## config.mk

```make
export PLATFORM = sky130hd
export DESIGN_NAME = bubble_sort_ctrl
export DESIGN_NICKNAME = d
export VERILOG_FILES = /design/src/rtl/bubble_sort_ctrl.sv
export SDC_FILE = /design/constraint.sdc
export NUM_CORES = 1
export LEC_CHECK = 0
export BUFFER_PORTS_ARGS = -buffer_cell sky130_fd_sc_hd__buf_2
export CORE_ASPECT_RATIO = 1.1
export CORE_UTILIZATION = 51
export DETAILED_ROUTE_END_ITERATION = 8
export GPL_TIMING_DRIVEN = 0
export PLACE_DENSITY = 0.87
export SLEW_MARGIN = 20
export SYNTH_ARGS = -nofsm -noshare
export SYNTH_HDL_FRONTEND = slang
export SYNTH_SLANG_ARGS = --single-unit
```

## constraint.sdc

```tcl
create_clock -name clk -period 3.17 [get_ports clk]
set_input_delay 0.634 -clock clk [delete_from_list [all_inputs] [get_ports clk]]
set_output_delay 0.634 -clock clk [all_outputs]
set_load 0.03 [all_outputs]
```

## src/rtl/bubble_sort_ctrl.sv

```systemverilog
// Bubble-sort controller driving a dual-port element memory: compare, swap, advance.
// Optional BSORT_EARLY_EXIT_EN: finish as soon as a full pass makes no swap.
module bubble_sort_ctrl #(
  parameter int unsigned DATA_W = 16,
  parameter int unsigned N      = 16
) (
  input  logic              clk,
  input  logic              rst,
  input  logic              start,
  output logic              ld_n_1,
  input  logic [N-1:0]      len_m1,
  input  logic [DATA_W-1:0] rd_data_a,
  input  logic [DATA_W-1:0] rd_data_b,
  output logic [N-1:0]      addr_a,
  output logic [N-1:0]      addr_b,
  output logic              wr_en,
  output logic [DATA_W-1:0] wr_data_a,
  output logic [DATA_W-1:0] wr_data_b,
  output logic              busy,
  output logic              done,
  output logic [N-1:0]      pass_cnt
);

  typedef enum logic [2:0] {
    S_IDLE = 3'd0,
    S_INIT = 3'd1,
    S_CMP  = 3'd2,
    S_SWAP = 3'd3,
    S_DONE = 3'd4
  } state_e;

  state_e            state_q, state_d;
  logic [N-1:0]      bound_q, bound_d;
  logic [N-1:0]      i_q, i_d;
  logic [N-1:0]      j_q, j_d;
  logic              swapped_q, swapped_d;
  logic [DATA_W-1:0] lat_a_q, lat_a_d;
  logic [DATA_W-1:0] lat_b_q, lat_b_d;

  logic advance;
  logic end_of_pass;
  logic last_pass;
  logic early_exit;

  // Outputs are decoded from registered state only (plus start in IDLE),
  // so an asynchronous reset clears them in the same cycle.
  always_ff @(posedge clk or posedge rst) begin
    if (rst) begin
      state_q   <= S_IDLE;
      bound_q   <= '0;
      i_q       <= '0;
      j_q       <= '0;
      swapped_q <= 1'b0;
      lat_a_q   <= '0;
      lat_b_q   <= '0;
    end else begin
      state_q   <= state_d;
      bound_q   <= bound_d;
      i_q       <= i_d;
      j_q       <= j_d;
      swapped_q <= swapped_d;
      lat_a_q   <= lat_a_d;
      lat_b_q   <= lat_b_d;
    end
  end

  // Only valid in CMP/SWAP, where bound >= 1 and i <= bound-1, so no wrap.
  assign end_of_pass = (j_q == (bound_q - i_q - N'(1)));
  assign last_pass   = (i_q == (bound_q - N'(1)));

`ifdef BSORT_EARLY_EXIT_EN
  assign early_exit = !(swapped_q || (state_q == S_SWAP));
`else
  assign early_exit = 1'b0;
`endif

  always_comb begin
    state_d   = state_q;
    bound_d   = bound_q;
    i_d       = i_q;
    j_d       = j_q;
    swapped_d = swapped_q;
    lat_a_d   = lat_a_q;
    lat_b_d   = lat_b_q;
    advance   = 1'b0;
    ld_n_1    = 1'b0;
    addr_a    = '0;
    addr_b    = '0;
    wr_en     = 1'b0;
    wr_data_a = '0;
    wr_data_b = '0;
    busy      = (state_q != S_IDLE);
    done      = 1'b0;
    pass_cnt  = i_q;

    case (state_q)
      S_IDLE: begin
        ld_n_1 = start;
        if (start) state_d = S_INIT;
      end
      S_INIT: begin
        bound_d   = len_m1;
        i_d       = '0;
        j_d       = '0;
        swapped_d = 1'b0;
        state_d   = (len_m1 == '0) ? S_DONE : S_CMP;
      end
      S_CMP: begin
        addr_a = j_q;
        addr_b = j_q + N'(1);
        // Strict compare keeps equal elements in place.
        if (rd_data_a > rd_data_b) begin
          lat_a_d = rd_data_a;
          lat_b_d = rd_data_b;
          state_d = S_SWAP;
        end else begin
          advance = 1'b1;
        end
      end
      S_SWAP: begin
        addr_a    = j_q;
        addr_b    = j_q + N'(1);
        wr_en     = 1'b1;
        wr_data_a = lat_b_q;
        wr_data_b = lat_a_q;
        swapped_d = 1'b1;
        advance   = 1'b1;
      end
      S_DONE: begin
        done    = 1'b1;
        state_d = S_IDLE;
      end
      default: state_d = S_IDLE;
    endcase

    if (advance) begin
      if (!end_of_pass) begin
        j_d     = j_q + N'(1);
        state_d = S_CMP;
      end else if (last_pass || early_exit) begin
        state_d = S_DONE;
      end else begin
        i_d       = i_q + N'(1);
        j_d       = '0;
        swapped_d = 1'b0;
        state_d   = S_CMP;
      end
    end
  end

endmodule

```

# ---- Word level (Yosys, flattened, before mapping)
# Index checks and enable logic that the tools add are counted.
dict set report op_classes {
  n_addsub 5
  mul 0
  div_mod_pow 0
  n_lt_le_gt_ge 1
  n_eq_ne 9
  n_shift 0
  n_mux 24
  bitwise_logic 0
  reduce_logical 6
}
# op n
set ops {}
lappend ops {{16-bit two-way mux} 12}
lappend ops {{16-bit by 1-bit adder with 16-bit output, second input constant} 2}
lappend ops {{16-bit equality test} 2}
lappend ops {{16-bit by 1-bit subtractor with 16-bit output, second input constant} 2}
lappend ops {{3-bit two-way mux} 6}
lappend ops {{16-bit greater-than comparator} 1}
lappend ops {{16-bit logical NOT} 1}
lappend ops {{16-bit subtractor} 1}
lappend ops {{3-bit case mux with 4 select lines} 1}
lappend ops {{3-bit by 2-bit equality test with 1-bit output, second input constant} 2}
lappend ops {{3-bit inequality test, second input constant} 2}
lappend ops {{1-bit two-way mux} 4}
lappend ops {{3-bit by 1-bit equality test with 1-bit output, second input constant} 1}
lappend ops {{3-bit equality test, second input constant} 1}
lappend ops {{3-bit logical NOT} 1}
lappend ops {{3-bit AND reduction} 1}
lappend ops {{3-bit nonzero test} 1}
lappend ops {{2-bit inequality test, second input constant} 1}
lappend ops {{1-bit case mux with 2 select lines} 1}
lappend ops {{2-bit AND reduction} 1}
lappend ops {{2-bit OR reduction} 1}
dict set report word_totals {
  ff_bits 83
  latch_bits 0
  mem_bits_rw 0
  mem_bits_ro 0
  out_inout_bits 84
  elab_cells 51
  mem_count 0
}

# ---- Depth between registers and ports, before layout
dict set report logic_depth {
  word_depth 5
  depth_mapped 14
  mapped_depth_nobuf 12
}

# ---- Worst setup path before layout
# No wires, ideal clock.
dict set report synth_path {
  kind {register to register}
  from {register i_q[2], in the netlist pass_cnt[2]}
  to {register j_q[8]}
  arrival_ns 3.318
  slack_ns -0.266
  stages_incl_launch_ff 12
  period_less_slack_ns 3.436
  cell_sequence {dfrtp_1 > inv_1 > ha_1 > a21oi_1 > a21oi_1 > o21ai_0 > mux2_2 > or4_1 > nor3_2 > clkbuf_1 > nor4b_1 > a21o_1}
}
dict set report synth_between {
  elab_chain_len 5
}
# item line
set synth_lines {}
lappend synth_lines {{start: declaration} 34} ;# logic [N-1:0] i_q, i_d;
lappend synth_lines {{start signal: assignment} 59} ;# i_q <= i_d;
lappend synth_lines {{16-bit subtractor} 68} ;# assign end_of_pass = (j_q == (bound_q - i_q - N'(1)));
lappend synth_lines {{16-bit by 1-bit subtractor with 16-bit output} 68}
lappend synth_lines {{16-bit equality test} 68}
lappend synth_lines {{16-bit two-way mux *} 137} ;# if (!end_of_pass) begin
lappend synth_lines {{16-bit two-way mux *} 136} ;# if (advance) begin
lappend synth_lines {{named net j_d[8]} 35} ;# logic [N-1:0] j_q, j_d;
lappend synth_lines {{end signal: assignment} 60} ;# j_q <= j_d;
lappend synth_lines {{end: declaration} 35}
# The timed path passes the listed nets; every way through them passes the cells marked *.
# A chain may end at the register's enable or synchronous reset.

# ---- Worst setup path in the final report
dict set report layout_path {
  from {register bound_q[0]}
  to {register i_q[1], in the netlist pass_cnt[1]}
}
dict set report layout_between {
  elab_chain_len 5
}
# item line
set layout_lines {}
lappend layout_lines {{start: declaration} 33} ;# logic [N-1:0] bound_q, bound_d;
lappend layout_lines {{start signal: assignment} 58} ;# bound_q <= bound_d;
lappend layout_lines {{16-bit subtractor / 16-bit by 1-bit subtractor with 16-bit output (equally long branches)} {68, 69}}
lappend layout_lines {{16-bit by 1-bit subtractor with 16-bit output / 16-bit equality test (equally long branches)} {68, 69}}
lappend layout_lines {{16-bit equality test / 16-bit two-way mux (equally long branches)} {68, 140}}
lappend layout_lines {{16-bit two-way mux *} 137}
lappend layout_lines {{16-bit two-way mux *} 136}
lappend layout_lines {{named net i_d[1]} 34}
# Marked as above.

==> impl_summary.log <==
[metrics] failing checks: setup timing
[metrics] share of Yosys cell area claimed by the top area cell type: 31.3%
[metrics] largest net degree at the start of global routing: 44
[metrics] RSZ-0062 raised after global routing: yes
[metrics] DRC violations left: 0
[metrics] largest buffer count on any clock path: 2
[metrics] origin of the critical flop-to-flop path: bound_q[0]$_DFFE_PP0P_
[metrics] number of top-level pins: 135
[metrics] Critical-path top delay cell: sky130_fd_sc_hd__or4_4
[metrics] data arrival time of the critical path: 3.60 ns
[metrics] effective utilization at floorplan: 52.4%
[metrics] depth of the worst register-to-register path: 11
[metrics] total number of vias: 6865
[metrics] minimum setup slack in the final design: -0.186 ns
[metrics] sequential cell area fraction in the yosys report: 31.3%
[metrics] post-synthesis mux area share: 6.77%
[metrics] relative slew slack: 51.4%
[metrics] switching power total: 4350 uW
[metrics] worst-case vdd ir drop: 879 uV
[metrics] combinational group share of total power: 66.5%
[metrics] dominant cell type by area after synthesis: sky130_fd_sc_hd__dfrtp_1
[metrics] routed wl met2: 10.3 mm
[metrics] detailed-routed wire length on met3: 1.27 mm
[metrics] critical path endpoint category: flop
[metrics] launching element of the worst setup path: bound_q[0]$_DFFE_PP0P_
[metrics] Core Area: 12600 um2
[metrics] total wire length: 21.0 mm
[metrics] cell family contributing the most delay on the critical path: simple AND/OR/NAND/NOR gates
[metrics] setup slack after placement: -0.621 ns
[metrics] clock transition at the register clock pins on the worst setup and hold paths after CTS: 0.07 ns
[metrics] routed length per instance: 18.7 um
[metrics] Max Clock Skew: 0.0158 ns
[metrics] Synth Area in XOR/XNOR: 7.00%
[metrics] Slowest Stage Delay on Critical Path: 0.50 ns
[metrics] fraction of final layout cells with drive strength greater than 1: 36.1%
[metrics] number of antenna violations at the first check in global routing: 0
[metrics] Synth Net Count: 865
[metrics] category of the worst setup path launch point: flop
[metrics] sw frac: 48.8%
[metrics] library cell appearing most often on the critical path: sky130_fd_sc_hd__or4_4
[metrics] cell count after synthesis: 779
[metrics] simple-gate share of the synthesized area: 26.1%
[metrics] die area: 13500 um2
[metrics] largest family of logic cells by synthesized area: simple AND/OR/NAND/NOR gates
[metrics] Starting DRT DRC Count: 535
[metrics] overall die width: 111 um
[metrics] critical path peak fanout: 4
[metrics] Internal Pwr Total: 4560 uW
[metrics] part of the total power dissipated in sequential elements: 21.0%
[metrics] max cap viols: 0
[metrics] cell types occupying the most area after synthesis: sky130_fd_sc_hd__dfrtp_1 31%, sky130_fd_sc_hd__ha_1 6.4%, sky130_fd_sc_hd__mux2_2 5.9%
[metrics] hold-fix buffers at CTS: 0
[metrics] logic depth of the worst path, buffers included: 11
[metrics] Synth Area in Compound Gates: 16.7%
[metrics] start-to-end type of the worst setup path: flop to flop
[metrics] buffers added on ports: 134
[metrics] slack of the worst reg-to-reg path: -0.19 ns
[metrics] Cell Area, Synth: 6630 um2
[metrics] Layout area overhead: 31.5%
[metrics] Worst EP required: 3.42 ns
[metrics] Warnings, synthesis: 0
[metrics] max-slew violation count: 0
[metrics] num rows: 43
[metrics] synthesized-area fraction occupied by adder cells: 6.72%
[metrics] cell chain of the critical path: inv_2, ha_4, or4b_4, or4_4, xnor2_2, or4_4, nor4b_4, or3_4, or2_1, buf_6, mux2_4
[metrics] share of flip-flops with an asynchronous set or reset after synthesis: 100%
[metrics] critical path capture point: pass_cnt[1]$_DFF_PP0_
[metrics] TritonCTS Buffers: 9
[metrics] worst-margin pin slew: 0.730 ns
[metrics] cell at the root of the clock tree: sky130_fd_sc_hd__clkbuf_16
[metrics] Die Y: 122 um
[metrics] Period minus WS final: 3.36 ns
[metrics] power per cell area: 1020 nW/um2
[metrics] number of distinct standard cells referenced by the synthesized netlist: 72
[metrics] Lkg Pwr: 0.00417 uW
[metrics] share of the core filled with cells in the final layout: 69.0%
[metrics] global-route wire length before repair: 32.5 mm
[metrics] critical register-to-register path endpoint: pass_cnt[1]$_DFF_PP0_
[metrics] mean number of vias per cell: 6.11
[metrics] via count of the first global-routing pass: 6457
[metrics] number of sinks on the clock net: 83
[metrics] ys flop type: sky130_fd_sc_hd__dfrtp_1
[metrics] number of setup violations in the final report: 34
[metrics] fin nets: 1048
[metrics] status: finished, violations left
[metrics] TritonCTS clock tree: yes
[metrics] worst min-delay path category: input port to async pin
[metrics] gpl congestion: 0.921
[metrics] crit path buf inv count: 2
[metrics] part of the power in the clock network: 12.5%
[metrics] uppermost layer routed: met4
[metrics] number of search-and-repair iterations in the first detailed-routing pass: 7
[metrics] Syn Area/Cell: 8.51 um2
[metrics] Synth Register Bits: 83
[metrics] HPWL Detailed: 14.4 mm
[metrics] count of nets left with antenna violations after detail routing: 0
[metrics] met1 layer wirelength in the final routing: 8.64 mm
[metrics] remaining global-route overflow: 0
[metrics] clock latency at the later pin of the worst-skew pair: 0.37 ns
[metrics] Max Clock Freq: 298 MHz
[metrics] deepest level of the CTS H-tree: 3
[metrics] combined global-route utilization of all metal layers: 30.3%
[metrics] antenna cell count: 0
[metrics] final hold violations: 0
[metrics] Period Utilization, post-route: 106%
[metrics] EDFF count, synth: 0
worst min path at each step:
| stage | startpoint | end | slack (ns) | cells past startpoint |
|---|---|---|---|---|
| after floorplan | bound_q[15]$_DFFE_PP0P_ | bound_q[15]$_DFFE_PP0P_ | 0.47 | 2 |
| after detailed placement | lat_b_q[3]$_DFFE_PP0P_ | lat_b_q[3]$_DFFE_PP0P_ | 0.49 | 1 |
| after CTS | rst | lat_b_q[12]$_DFFE_PP0P_ | 0.34 | 2 |
| final | rst | lat_b_q[12]$_DFFE_PP0P_ | 0.32 | 2 |
| after global routing | rst | lat_b_q[13]$_DFFE_PP0P_ | 0.37 | 2 |
| after global placement | bound_q[15]$_DFFE_PP0P_ | bound_q[15]$_DFFE_PP0P_ | 0.48 | 2 |
logic make-up after synthesis:
logic type,Yosys count
simple gates,319
compound gates,161
buf+inv,88
flops,83
xor+xnor,53
mux,40
fa+ha+maj,35
per-stage QoR:
stage / hold slack [ns] / setup TNS (ns) / std cells / area, um2 / total power [uW]
after floorplan: 0.466 / -0.132 / 779 / 6710 / 5320
after detailed placement: 0.488 / -19.40 / 1071 / 7600 / 6470
after global placement: 0.479 / -72.36 / 1070 / 7580 / 6380
after global routing: 0.371 / -6.42 / 1124 / 8720 / 9360
final: 0.318 / -3.38 / 1124 / 8720 / 8900
after CTS: 0.338 / -4.43 / 1112 / 8440 / 8290
registers in the layout, summed over array words and instances, names as in the netlist:
register / cells
bound_q: 16
j_q: 16
lat_a_q: 16
lat_b_q: 16
pass_cnt: 16
state_q: 3
repair_timing:
action | 4_1_cts | 5_1_grt
pin swaps | 23 | 16
cloned | 4 | 0
setup endpoints to repair | 39 | 56
resized for setup | 85 | 47
setup buffers | 28 | 13
routing by layer:
layer,vias up,GRT usage (%)
met1,3270,37.9
met5,-,0
met3,89,5.07
li1,3169,-
met4,0,13.4
met2,337,51.7
synth_stat cells, types with 16 or more instances:
cell / number
sky130_fd_sc_hd__and3_1: 50
sky130_fd_sc_hd__clkbuf_1: 31
sky130_fd_sc_hd__nand3_1: 26
sky130_fd_sc_hd__inv_1: 45
sky130_fd_sc_hd__nand2b_1: 18
sky130_fd_sc_hd__a21o_1: 18
sky130_fd_sc_hd__ha_1: 34
sky130_fd_sc_hd__mux2_2: 35
sky130_fd_sc_hd__a21oi_1: 30
sky130_fd_sc_hd__a211oi_1: 16
sky130_fd_sc_hd__and2_1: 20
sky130_fd_sc_hd__xnor2_1: 31
sky130_fd_sc_hd__dfrtp_1: 83
sky130_fd_sc_hd__xor2_1: 22
sky130_fd_sc_hd__o21ai_0: 26
sky130_fd_sc_hd__nor2_1: 39
sky130_fd_sc_hd__nand2_1: 77
final cells by class:
cell class | instances | area (um2)
repair buffers | 180 | 1090
clock inverters | 7 | 76.3
inverters | 45 | 171
multi-input cells | 608 | 4660
clock buffers | 9 | 225
well taps | 157 | 196
plain buffers | 35 | 200
fillers | 967 | 3920
flip-flops and latches | 83 | 2100
power by group through the flow:
stage / Combinational (uW) / Clock (uW) / Sequential, uW
3_3_place_gp: 4560 / 0 / 1820
6_report: 5920 / 1110 / 1870
5_1_grt: 6290 / 1160 / 1920
4_1_cts: 5350 / 1110 / 1830
3_5_place_dp: 4630 / 0 / 1840
2_1_floorplan: 3520 / 0 / 1800
cell usage in the layout (no fill, tap or decap), types with 9 or more instances in the layout:
cell type and instances:
sky130_fd_sc_hd__a211oi_1 12, sky130_fd_sc_hd__a21o_1 17, sky130_fd_sc_hd__a21oi_1 25, sky130_fd_sc_hd__and2_1 20, sky130_fd_sc_hd__and3_1 46, sky130_fd_sc_hd__buf_2 133, sky130_fd_sc_hd__buf_4 34, sky130_fd_sc_hd__buf_6 16
sky130_fd_sc_hd__clkbuf_1 21, sky130_fd_sc_hd__clkbuf_16 9, sky130_fd_sc_hd__dfrtp_1 66, sky130_fd_sc_hd__dfrtp_2 17, sky130_fd_sc_hd__ha_1 23, sky130_fd_sc_hd__ha_2 9, sky130_fd_sc_hd__inv_1 36, sky130_fd_sc_hd__mux2_2 34
sky130_fd_sc_hd__nand2_1 76, sky130_fd_sc_hd__nand2b_1 17, sky130_fd_sc_hd__nand3_1 24, sky130_fd_sc_hd__nand4_1 12, sky130_fd_sc_hd__nor2_1 38, sky130_fd_sc_hd__nor3_1 11, sky130_fd_sc_hd__nor4_1 12, sky130_fd_sc_hd__o21ai_0 18
sky130_fd_sc_hd__xnor2_1 29, sky130_fd_sc_hd__xor2_1 21
(Power assumes the default switching activity.)
